### src/rtl/regfile_write_arbiter.sv
// Two-requester write-back arbiter for the 8x8 register file, with locked multi-beat ownership.
// Optional macro REGFILE_ARB_RR_EN selects round-robin tie-break; undefined gives fixed A-first priority.
module regfile_write_arbiter #(
  parameter int MAX_LOCK = 4
) (
  input  logic       clk,
  input  logic       rst_n,
  input  logic       a_valid,
  input  logic       a_lock,
  input  logic [2:0] a_addr,
  input  logic [7:0] a_data,
  output logic       a_ready,
  input  logic       b_valid,
  input  logic       b_lock,
  input  logic [2:0] b_addr,
  input  logic [7:0] b_data,
  output logic       b_ready,
  output logic       write_enable,
  output logic [2:0] write_reg,
  output logic [7:0] write_data,
  output logic [1:0] owner
);

  // Handshake: a beat transfers on a cycle where x_valid && x_ready; ready never depends on
  // x_lock, and at most one ready is high per cycle.
  localparam logic [3:0] MAX_LOCK_C = 4'(MAX_LOCK);

  // The state encoding equals the owner code, so owner doubles as the FSM debug view.
  typedef enum logic [1:0] {
    IDLE  = 2'b00,
    OWN_A = 2'b01,
    OWN_B = 2'b10
  } state_t;

  state_t     state;
  logic [3:0] lock_cnt;
  logic       grant_a;
  logic       grant_b;
  logic       beat_acc;
  logic       beat_lock;
`ifdef REGFILE_ARB_RR_EN
  logic       prio_b;
`endif

  always_comb begin
    grant_a = 1'b0;
    grant_b = 1'b0;
    case (state)
      IDLE: begin
        if (a_valid && b_valid) begin
`ifdef REGFILE_ARB_RR_EN
          grant_a = !prio_b;
          grant_b = prio_b;
`else
          grant_a = 1'b1;
`endif
        end else begin
          grant_a = a_valid;
          grant_b = b_valid;
        end
      end
      OWN_A:   grant_a = a_valid;
      OWN_B:   grant_b = b_valid;
      default: ;
    endcase
  end

  // Readies are held low for the whole time reset is asserted.
  assign a_ready   = grant_a && rst_n;
  assign b_ready   = grant_b && rst_n;
  assign beat_acc  = a_ready || b_ready;
  assign beat_lock = a_ready ? a_lock : b_lock;
  assign owner     = state;

  always_ff @(posedge clk or negedge rst_n) begin
    if (!rst_n) begin
      state        <= IDLE;
      lock_cnt     <= 4'd0;
      write_enable <= 1'b0;
      write_reg    <= 3'd0;
      write_data   <= 8'd0;
`ifdef REGFILE_ARB_RR_EN
      prio_b       <= 1'b0;
`endif
    end else begin
      write_enable <= beat_acc;
      if (a_ready) begin
        write_reg  <= a_addr;
        write_data <= a_data;
      end else if (b_ready) begin
        write_reg  <= b_addr;
        write_data <= b_data;
      end
`ifdef REGFILE_ARB_RR_EN
      if (a_ready) begin
        prio_b <= 1'b1;
      end else if (b_ready) begin
        prio_b <= 1'b0;
      end
`endif
      case (state)
        IDLE: begin
          if (beat_acc && beat_lock) begin
            state    <= a_ready ? OWN_A : OWN_B;
            lock_cnt <= 4'd1;
          end
        end
        OWN_A, OWN_B: begin
          // Once the counter reaches MAX_LOCK the next owner beat releases regardless of lock.
          if (beat_acc) begin
            if (beat_lock && (lock_cnt < MAX_LOCK_C)) begin
              lock_cnt <= lock_cnt + 4'd1;
            end else begin
              state    <= IDLE;
              lock_cnt <= 4'd0;
            end
          end
        end
        default: begin
          state    <= IDLE;
          lock_cnt <= 4'd0;
        end
      endcase
    end
  end

endmodule

### config.mk
export PLATFORM = sky130hd
export DESIGN_NAME = regfile_write_arbiter
export DESIGN_NICKNAME = d
export VERILOG_FILES = /design/src/rtl/regfile_write_arbiter.sv
export SDC_FILE = /design/constraint.sdc
export NUM_CORES = 1
export LEC_CHECK = 0
export ABC_AREA = 1
export CELL_PAD_IN_SITES_DETAIL_PLACEMENT = 0
export CELL_PAD_IN_SITES_GLOBAL_PLACEMENT = 2
export CORE_ASPECT_RATIO = 0.8
export CORE_UTILIZATION = 24
export DETAILED_ROUTE_END_ITERATION = 10
export GPL_TIMING_DRIVEN = 1
export PLACE_DENSITY_LB_ADDON = 0.1
export SETUP_SLACK_MARGIN = 0.15
export SLEW_MARGIN = 15
export SYNTH_ARGS = -nofsm -noshare
export SYNTH_HDL_FRONTEND = slang
export SYNTH_SLANG_ARGS = --single-unit
### constraint.sdc
create_clock -name clk -period 3.8 [get_ports clk]
set_input_delay 0.95 -clock clk [delete_from_list [all_inputs] [get_ports clk]]
set_output_delay 0.95 -clock clk [all_outputs]
set_load 0.005 [all_outputs]
; Word level (Yosys, flattened, before mapping)
; Index checks and enable logic that the tools add are counted.
[totals]
output_inout_bits = 16
register_bits = 18
word_cells = 41
input_bits = 28
[op_classes]
eq_ne = 5
magnitude_cmp = 1
reduce_logical = 11
muxes = 18
addsub = 1
[ops]
columns = op, n
row1 = 2-to-1 mux 8 bit, 2
row2 = 2-to-1 mux 4 bit, 3
row3 = 2-to-1 mux 2 bit, 4
row4 = one-hot mux 4 bit (2 select lines), 1
row5 = 2-to-1 mux 3 bit, 2
row6 = != test 2 bit (second input constant), 3
row7 = logical AND 1 bit, 5
row8 = adder 4 x 1 -> 4 bit (second input constant), 1
row9 = < comparator 4 x 3 -> 1 bit (second input constant), 1
row10 = one-hot mux 1 bit (2 select lines), 2
row11 = one-hot mux 2 bit (2 select lines), 1
row12 = 2-to-1 mux 1 bit, 3
row13 = AND reduction 3 bit, 1
row14 = equality test 2 x 1 -> 1 bit (second input constant), 1
row15 = equality test 2 bit (second input constant), 1
row16 = zero test 2 bit, 1
row17 = AND reduction 2 bit, 1
row18 = nonzero test 2 bit, 1
row19 = OR reduction 2 bit, 1
row20 = logical OR 1 bit, 1

; Depth between registers and ports, before layout
; Gate-level depths: netlist of the first run.
[depth]
depth_word = 9
depth_mapped = 11
depth_no_buf = 11

; Least setup slack after synthesis of the first run
; OpenSTA, ideal clock, no wires.
[synth_timing]
path_kind = input-to-output
startpoint = input port rst_n
endpoint = output port a_ready
t_required_ns = 2.850
setup_slack_ns = 1.574
cell_stages = 3
n_path_buf = 1
t_arrival_ns = 1.276
path_cell_list = nand3_4 > inv_2 > buf_4
[synth_via]
elab_chain_len = 1
[synth_rtl]
columns = item, line
row1 = "start, declared", 7  ; input logic rst_n,
row2 = logical AND 1 bit, 69  ; assign a_ready = grant_a && rst_n;
row3 = "end, declared", 12  ; output logic a_ready,
; Every way passes these cells.

; Worst setup path in the final report of the first run
[layout_timing]
startpoint = input port rst_n
endpoint = output port b_ready
[layout_via]
elab_chain_len = 1
[layout_rtl]
columns = item, line
row1 = logical AND 1 bit, 70  ; assign b_ready = grant_b && rst_n;
row2 = "end, declared", 17  ; output logic b_ready,
; Every way passes these cells.

==> results.sh, run 1 <==
export IMPL_numClockSinks=18
export IMPL_synth_top_family_by_area="simple AND/OR/NAND/NOR gates"
export IMPL_regToRegSetupSlack_ns=2.10
export IMPL_drv_cap=0
export IMPL_hp_class="reg2reg"
export IMPL_powerDensity_nw_per_um2=661
export IMPL_finalSetupViolCount=0
export IMPL_core_area_um2=3900
export IMPL_ir_drop_v=0.000245
export IMPL_cts_tree="yes"
export IMPL_die_width_um=74.5
export IMPL_finalWeightedCongestion=0.678
export IMPL_synth_xor_area_share_pct=0
export IMPL_drtIter0Drc=27
export IMPL_cts_root_buf="clkbuf_8"
export IMPL_hpwl_um=1930
export IMPL_post_drt_via_cell_ratio=4.20
export IMPL_skew_ns=0.000437
export IMPL_n_antenna_cell=0
export IMPL_path_cells="clkdlybuf4s50_1 > nand2_1 > inv_1 > nand2_2 > inv_1 > clkdlybuf4s50_1"
export IMPL_grt_max_degree=25
export IMPL_crit_slowest_cell="clkdlybuf4s50_1"
export IMPL_setup_ws_ns=0.476
export IMPL_hold_viol=0
export IMPL_worstPathArrival_ns=2.37
export IMPL_r2r_cells=11
export IMPL_syn2layout_area_growth_pct=53.2
export IMPL_firstDrtPassIters=3
export IMPL_synth_top_area_share_pct=44.6
export IMPL_clk_pin_slew_ns=0.07
export IMPL_r2r_end="owner[1]$_DFFE_PN0P_"
export IMPL_place_ws_ns=0.453
export IMPL_r2r_start="owner[1]$_DFFE_PN0P_"
export IMPL_synth_area_top_cells="dfrtp_1 45%, nand2_1 14%, a31oi_1 6.8%"
export IMPL_drc=0
export IMPL_power_leakage_nw=0.718
export IMPL_ys_types=18
export IMPL_ctsResizeCount=0
export IMPL_max_slew_margin_rel_pct=76.5
export IMPL_synth_compound_area_share_pct=6.82
export IMPL_synth_fp_nets=155
export IMPL_cts_buffer_depth=2
export IMPL_worst_pin_slew_ns=0.350
export IMPL_finalWirelength_um=2500
export IMPL_synth_simple_gate_area_share_pct=33.6
export IMPL_criticalPathCategory="in2out"
export IMPL_htreeDepth=1
export IMPL_crit_family="buffers and inverters"
export IMPL_drive_above_1_share_pct=10.1
export IMPL_syn_area_um2=1010
export IMPL_cts_hold_buffers_added=0
export IMPL_cts_setup_buffers=0
export IMPL_ant_nets=0
export IMPL_drv_slew=0
export IMPL_cp_data_required_time_ns=2.85
export IMPL_period_share_pct=87.5
export IMPL_mostFrequentLayoutCells="43 x clkdlybuf4s50_1, 37 x nand2_1, 18 x dfrtp_1"
export IMPL_dpl_instance_area_um2=1490
export IMPL_worstSetupStartpointType="input port"
export IMPL_finalNonFillerCells=223
export IMPL_io_pins=44
export IMPL_syn_area_per_cell_um2=8.28
export IMPL_synth_fa_ha_area_share_pct=6.20
export IMPL_fin_util_pct=39.6
export IMPL_initial_utilization_pct=25.9
export IMPL_rsz0062_at_grt="no"
export IMPL_numPortBuffers=43
export IMPL_worstSetupStartpoint="rst_n"
export IMPL_die_area_um2=4470
export IMPL_netlist_instances=122
export IMPL_cp_end_kind="output port"
export IMPL_tns_ns=0
export IMPL_hold_start="lock_cnt[3]$_DFFE_PN0P_"
export IMPL_placedCellCount=219
export IMPL_largest_reg_flops=8
export IMPL_synth_warnings=0
export IMPL_hold_path_cell_count=2
export IMPL_fp_dieH_um=60.0
export IMPL_fin_crit_ns=3.32
export IMPL_hold_end="lock_cnt[3]$_DFFE_PN0P_"
export IMPL_layout_nets=202
export IMPL_final_common_cell="clkdlybuf4s50_1"
export IMPL_antenna_found_initial=0
export IMPL_status="completed"
export IMPL_grt_pass1_vias=913
export IMPL_synth_yosys_seq_area_share_pct=44.6
export IMPL_grt_ovfl_total=0
export IMPL_gr_usage_all_layers_pct=12.9
export IMPL_max_freq_mhz=301
export IMPL_cts_buffers=3
export IMPL_wl_per_cell_um=11.2
export IMPL_cpPeakStageDelay_ns=0.66
export IMPL_rows=20
export IMPL_insertion_delay_ns=0.25
export IMPL_stdcell_area_um2=1550
export IMPL_synthMuxAreaShare_pct=0
export IMPL_vias=936
export IMPL_grt_pass1_wl_um=4270
export IMPL_path_max_fanout=6
export IMPL_synth_top_area_cell="dfrtp_1"
export IMPL_cp_num_buf_inv=4
export IMPL_ys_ff_latch=18
[cell usage after synthesis]
| master | n |
|---|---|
| a31oi_1 | 11 |
| buf_2 | 1 |
| buf_4 | 1 |
| clkbuf_8 | 2 |
| dfrtp_1 | 18 |
| ha_1 | 5 |
| inv_1 | 11 |
| inv_2 | 2 |
| nand2_1 | 37 |
| nand2_2 | 3 |
| nand2_4 | 3 |
| nand3_1 | 7 |
| nand3_2 | 1 |
| nand3_4 | 1 |
| nand3b_1 | 2 |
| nand4_1 | 2 |
| nor2_1 | 14 |
| nor3_1 | 1 |
[power by group]
part	internal (mW)	switching (mW)	total (mW)
clock	0.0920	0.0661	0.158
combinational	0.275	0.272	0.547
sequential	0.272	0.0449	0.317
[through the flow]
stage / hold slack (ns) / power [mW]
floorplan: 0.473 / 0.638
CTS: 0.509 / 1.04
finish: 0.504 / 1.02
detailed placement: 0.498 / 0.879
global route: 0.545 / 1.12
global placement: 0.487 / 0.877
[tightest hold or removal path, cell delays in order (launching register included)]
cell and delay (ns):
dfrtp_1 0.38, inv_1 0.05, nor2_1 0.04
[worst max path at each step]
stage | endpoint | depth (start not counted)
floorplan | a_ready | 3
global route | b_ready | 6
CTS | b_ready | 6
finish | b_ready | 6
global placement | b_ready | 6
detailed placement | b_ready | 6
[layer usage]
layer  global-route usage, %  routed length (µm)  vias to the layer above
li1                        -                   -                      483
met1                    17.5                1210                      426
met2                    19.3                1100                       25
met3                    5.23                 175                        2
met4                    2.43                  16                        0
met5                       0                   0                        -
[cell families (layout without fill, tap and decap cells)]
family,count (synthesis),count (layout)
adder cells (fa/ha/maj),5,5
flip-flops,18,18
buffers and inverters,17,63
AO/OA/AOI/OAI,11,11
AND/OR/NAND/NOR,71,71
[layout make-up]
cell class | count | area (µm²)
fill | 427 | 2360
tap | 55 | 68.8
clock buffer | 4 | 55.1
multi-input combinational | 87 | 470
sequential | 18 | 450
inverter | 13 | 48.8
timing repair buffer | 46 | 453
Power figures use the tool's default switching activity.
==> run 2: changes to the inputs <==
CORE_UTILIZATION = 35   (was 24)
DONT_BUFFER_PORTS = 1   (was default)
==> results.sh, run 2 (same netlist as run 1, synthesis figures left out) <==
export IMPL_cp_end_kind="output port"
export IMPL_path_cells="inv_2 > ha_1 > nand3_1 > nand2_1 > nand2_2 > inv_1"
export IMPL_path_max_fanout=5
export IMPL_numPortBuffers=0
export IMPL_skew_ns=0.00214
export IMPL_drc=0
export IMPL_placedCellCount=156
export IMPL_rsz0062_at_grt="no"
export IMPL_n_antenna_cell=0
export IMPL_cp_data_required_time_ns=2.85
export IMPL_gr_usage_all_layers_pct=14.8
export IMPL_fill_cells=277
export IMPL_criticalPathCategory="reg2out"
export IMPL_cts_root_buf="clkbuf_4"
export IMPL_crit_slowest_cell="dfrtp_1"
export IMPL_hp_class="in2async"
export IMPL_r2r_cells=11
export IMPL_r2r_end="owner[1]$_DFFE_PN0P_"
export IMPL_layout_nets=156
export IMPL_ir_drop_v=0.000265
export IMPL_max_slew_margin_rel_pct=78.2
export IMPL_period_share_pct=62.8
export IMPL_power_leakage_nw=0.528
export IMPL_crit_family="flip-flops"
export IMPL_worstPathArrival_ns=1.44
export IMPL_r2r_start="owner[1]$_DFFE_PN0P_"
export IMPL_max_freq_mhz=419
export IMPL_syn2layout_area_growth_pct=4.34
export IMPL_drtIter0Drc=46
export IMPL_regToRegSetupSlack_ns=2.03
export IMPL_die_area_um2=3100
export IMPL_powerDensity_nw_per_um2=765
export IMPL_grt_pass1_wl_um=3320
export IMPL_status="completed"
export IMPL_cpPeakStageDelay_ns=0.47
export IMPL_post_drt_via_cell_ratio=4.82
export IMPL_met1_usage_pct=21.1
export IMPL_use_met2_pct=20.6
export IMPL_finalSetupViolCount=0
export IMPL_grt_use_met3_pct=7.09
export IMPL_cp_num_buf_inv=2
export IMPL_numClockSinks=18
export IMPL_cts_buffer_depth=2
export IMPL_finalNonFillerCells=160
export IMPL_hold_viol=0
export IMPL_die_width_um=62.1
export IMPL_worstSetupStartpointType="register"
export IMPL_cts_buffers=3
export IMPL_antenna_found_initial=0
export IMPL_worstSetupStartpoint="owner[1]$_DFFE_PN0P_"
export IMPL_initial_utilization_pct=36.8
export IMPL_grt_max_degree=25
export IMPL_finalWirelength_um=2110
export IMPL_largest_reg_flops=8
export IMPL_cts_hold_buffers_added=0
export IMPL_mostFrequentLayoutCells="37 x nand2_1, 18 x dfrtp_1, 14 x nor2_1"
export IMPL_tns_ns=0
export IMPL_ant_nets=0
export IMPL_rows=17
export IMPL_cts_tree="yes"
export IMPL_firstDrtPassIters=4
export IMPL_core_area_um2=2740
export IMPL_ctsResizeCount=0
export IMPL_wl_per_cell_um=13.2
export IMPL_cts_setup_buffers=0
export IMPL_drv_slew=0
export IMPL_vias=771
export IMPL_io_pins=44
export IMPL_drv_cap=0
export IMPL_clk_pin_slew_ns=0.10
export IMPL_hpwl_um=1550
export IMPL_grt_pass1_vias=712
export IMPL_fp_dieH_um=50.0
export IMPL_htreeDepth=1
export IMPL_final_common_cell="nand2_1"
export IMPL_drive_above_1_share_pct=11.5
export IMPL_fin_crit_ns=2.39
export IMPL_worst_pin_slew_ns=0.325
export IMPL_busiest_layer="met1"
export IMPL_finalWeightedCongestion=0.759
export IMPL_grt_ovfl_total=0
export IMPL_insertion_delay_ns=0.29
run 2: power by group:
| group | leakage (nW) | internal, mW | switching [mW] |
|---|---|---|---|
| clock | 0.0210 | 0.0584 | 0.0586 |
| sequential | 0.214 | 0.272 | 0.0684 |
| combinational | 0.293 | 0.125 | 0.223 |
| total | 0.528 | 0.455 | 0.350 |
run 2: how the worst max path moves through the flow:
stage / to / slack, ns / cells after the start
2_1_floorplan: a_ready / 1.57 / 3
3_3_place_gp: a_ready / 1.42 / 2
3_5_place_dp: a_ready / 1.42 / 2
6_report: b_ready / 1.41 / 6
5_1_grt: b_ready / 1.28 / 6
4_1_cts: b_ready / 1.39 / 6
run 2: per-stage QoR:
step | hold WS (ns) | power, mW | utilization, % | area, µm² | setup slack, ns
6_report | 0.338 | 0.805 | 38.4 | 1050 | 1.41
5_1_grt | 0.312 | 0.899 | 38.4 | 1050 | 1.28
4_1_cts | 0.324 | 0.820 | 38.4 | 1050 | 1.39
3_5_place_dp | 0.497 | 0.699 | 37.1 | 1020 | 1.42
3_3_place_gp | 0.491 | 0.693 | 37.1 | 1020 | 1.42
2_1_floorplan | 0.473 | 0.638 | - | 1010 | 1.57
run 2: layer usage:
layer | share of wire (%) | vias up
met1 | 47 | 352
met5 | 0 | -
met4 | 0.38 | 0
met3 | 8.6 | 2
li1 | - | 391
met2 | 44 | 26
run 2: final cells by class:
type / instances / area (µm²) / share of cell area, %
multi-input combinational: 87 / 470 / 44.7
sequential: 18 / 450 / 42.8
inverter: 13 / 48.8 / 4.63
tap: 38 / 47.5 / 4.51
clock buffer: 4 / 36.3 / 3.44
==> run 3: changes to the inputs <==
CORE_UTILIZATION = 33   (was 35)
clock period = 2.21 ns   (was 3.8 ns; I/O delays follow)
==> results.sh, run 3 (same netlist as run 1, synthesis figures left out) <==
export IMPL_status="completed"
export IMPL_mostFrequentLayoutCells="37 x nand2_1, 18 x dfrtp_1, 14 x nor2_1"
export IMPL_internal_power_mw=0.804
export IMPL_grt_max_degree=25
export IMPL_fp_dieH_um=51.5
export IMPL_grt_pass1_vias=661
export IMPL_rows=17
export IMPL_finalWirelength_um=2030
export IMPL_cts_tree="yes"
export IMPL_rsz0062_at_grt="no"
export IMPL_cp_data_required_time_ns=1.66
export IMPL_placedCellCount=156
export IMPL_multi_input_area_um2=470
export IMPL_power_switching_mw=0.596
export IMPL_finalPower_mw=1.40
export IMPL_setup_ws_ns=0.285
export IMPL_pwr_share_seq_pct=41.7
export IMPL_tns_ns=0
export IMPL_path_cells="inv_2 > ha_1 > nand3_1 > nand2_1 > nand2_2 > inv_1"
export IMPL_drtIter0Drc=36
export IMPL_numClockSinks=18
export IMPL_power_leakage_nw=0.533
export IMPL_layout_nets=157
export IMPL_max_freq_mhz=520
export IMPL_drv_slew=0
export IMPL_worstSetupStartpoint="owner[1]$_DFFE_PN0P_"
export IMPL_criticalPathCategory="reg2out"
export IMPL_io_pins=44
export IMPL_clk_pin_slew_ns=0.06
export IMPL_skew_ns=0.000887
export IMPL_max_slew_margin_rel_pct=46.2
export IMPL_ctsResizeCount=0
export IMPL_wl_per_cell_um=12.7
export IMPL_gr_usage_all_layers_pct=13.1
export IMPL_die_width_um=63.8
export IMPL_grt_pass1_wl_um=3170
export IMPL_cts_root_buf="clkbuf_8"
export IMPL_cts_buffers=3
export IMPL_antenna_found_initial=0
export IMPL_fin_crit_ns=1.92
export IMPL_initial_utilization_pct=35.7
export IMPL_n_antenna_cell=0
export IMPL_fill_cells=305
export IMPL_final_common_cell="nand2_1"
export IMPL_insertion_delay_ns=0.25
export IMPL_ant_nets=0
export IMPL_drive_above_1_share_pct=10.7
export IMPL_ir_drop_v=0.000464
export IMPL_syn2layout_area_growth_pct=5.82
export IMPL_cpPeakStageDelay_ns=0.45
export IMPL_worstPathArrival_ns=1.37
export IMPL_cts_hold_buffers_added=1
export IMPL_finalWeightedCongestion=0.771
export IMPL_period_share_pct=87.1
export IMPL_pwr_share_comb_pct=42.7
export IMPL_path_max_fanout=5
export IMPL_hold_viol=0
export IMPL_hold_start="b_data[4]"
export IMPL_drc=0
export IMPL_finalSetupViolCount=0
export IMPL_r2r_start="owner[1]$_DFFE_PN0P_"
export IMPL_post_drt_via_cell_ratio=4.88
export IMPL_regArea_um2=450
export IMPL_worstSetupStartpointType="register"
export IMPL_drv_cap=0
export IMPL_hpwl_um=1510
export IMPL_cts_buffer_depth=2
export IMPL_powerDensity_nw_per_um2=1310
export IMPL_worst_pin_slew_ns=0.804
export IMPL_cp_end_kind="output port"
export IMPL_cts_setup_buffers=0
export IMPL_crit_slowest_cell="dfrtp_1"
export IMPL_finalNonFillerCells=160
export IMPL_largest_reg_flops=8
export IMPL_die_area_um2=3290
export IMPL_hp_class="in2reg"
export IMPL_vias=781
export IMPL_clkPwrFrac_pct=15.6
export IMPL_place_ws_ns=0.444
export IMPL_htreeDepth=1
export IMPL_grt_ovfl_total=0
export IMPL_firstDrtPassIters=4
export IMPL_numPortBuffers=0
export IMPL_swShare_pct=42.6
export IMPL_core_area_um2=2830
==> run 3: cell count changes in the layout (fill, tap and decap cells not counted) <==
cell | before | now
clkbuf_8 | 1 | 3
clkbuf_4 | 3 | 0
dlygate4sd3_1 | 0 | 1
==> run 3: area by class of cell <==
type | count | area share [%]
clock buffers | 3 | 3.86
inverters | 13 | 4.57
multi-input cells | 87 | 44.0
flip-flops and latches | 18 | 42.2
well taps | 38 | 4.45
repair buffers | 1 | 0.937
==> run 3: power by group through the flow <==
stage          registers, mW  clock network (mW)  logic, mW
4_1_cts                0.588               0.229      0.611
3_3_place_gp           0.595                   0      0.603
3_5_place_dp           0.594                   0      0.600
5_1_grt                0.606               0.240      0.696
2_1_floorplan          0.562                   0      0.535
6_report               0.584               0.219      0.597
==> run 3: layer usage <==
metal / global-route usage [%] / up-vias / wire, µm / part of all wire [%]
met5: 0 / - / 0 / 0
met4: 2.27 / 0 / 8 / 0.39
met3: 5.80 / 2 / 151 / 7.4
met2: 19.5 / 24 / 889 / 44
met1: 17.5 / 361 / 978 / 48
li1: - / 394 / - / -
==> run 3: final timing paths <==
check                                            end  slack [ns]  cells after the start
setup / recovery                             b_ready        0.29                      6
hold / removal             write_data[4]$_DFFE_PN0P_        0.45                      2
setup reg to reg                owner[0]$_DFFE_PN0P_        0.46                     11
hold reg to reg              lock_cnt[3]$_DFFE_PN0P_        0.51                      2
max in group asynchronous    lock_cnt[1]$_DFFE_PN0P_        0.87                      1
min in group asynchronous       owner[1]$_DFFE_PN0P_        0.84                      1
==> run 3: worst max-delay path: cells and delay by family, from the launching register on <==
| family | cells | cell delay [ns] |
|---|---|---|
| and+or+nand+nor | 3 | 0.26 |
| adders and majority gates | 1 | 0.23 |
| buffers and inverters | 2 | 0.20 |
| DFF | 1 | 0.45 |
==> run 3: per-stage QoR <==
| stage | hold slack, ns | area, µm² | utilization, % |
|---|---|---|---|
| final | 0.454 | 1070 | 37.8 |
| after global routing | 0.456 | 1070 | 37.8 |
| after CTS | 0.450 | 1070 | 37.8 |
| after detailed placement | 0.258 | 1020 | 36.0 |
| after global placement | 0.258 | 1020 | 36.0 |
| after floorplan | 0.257 | 1010 | - |
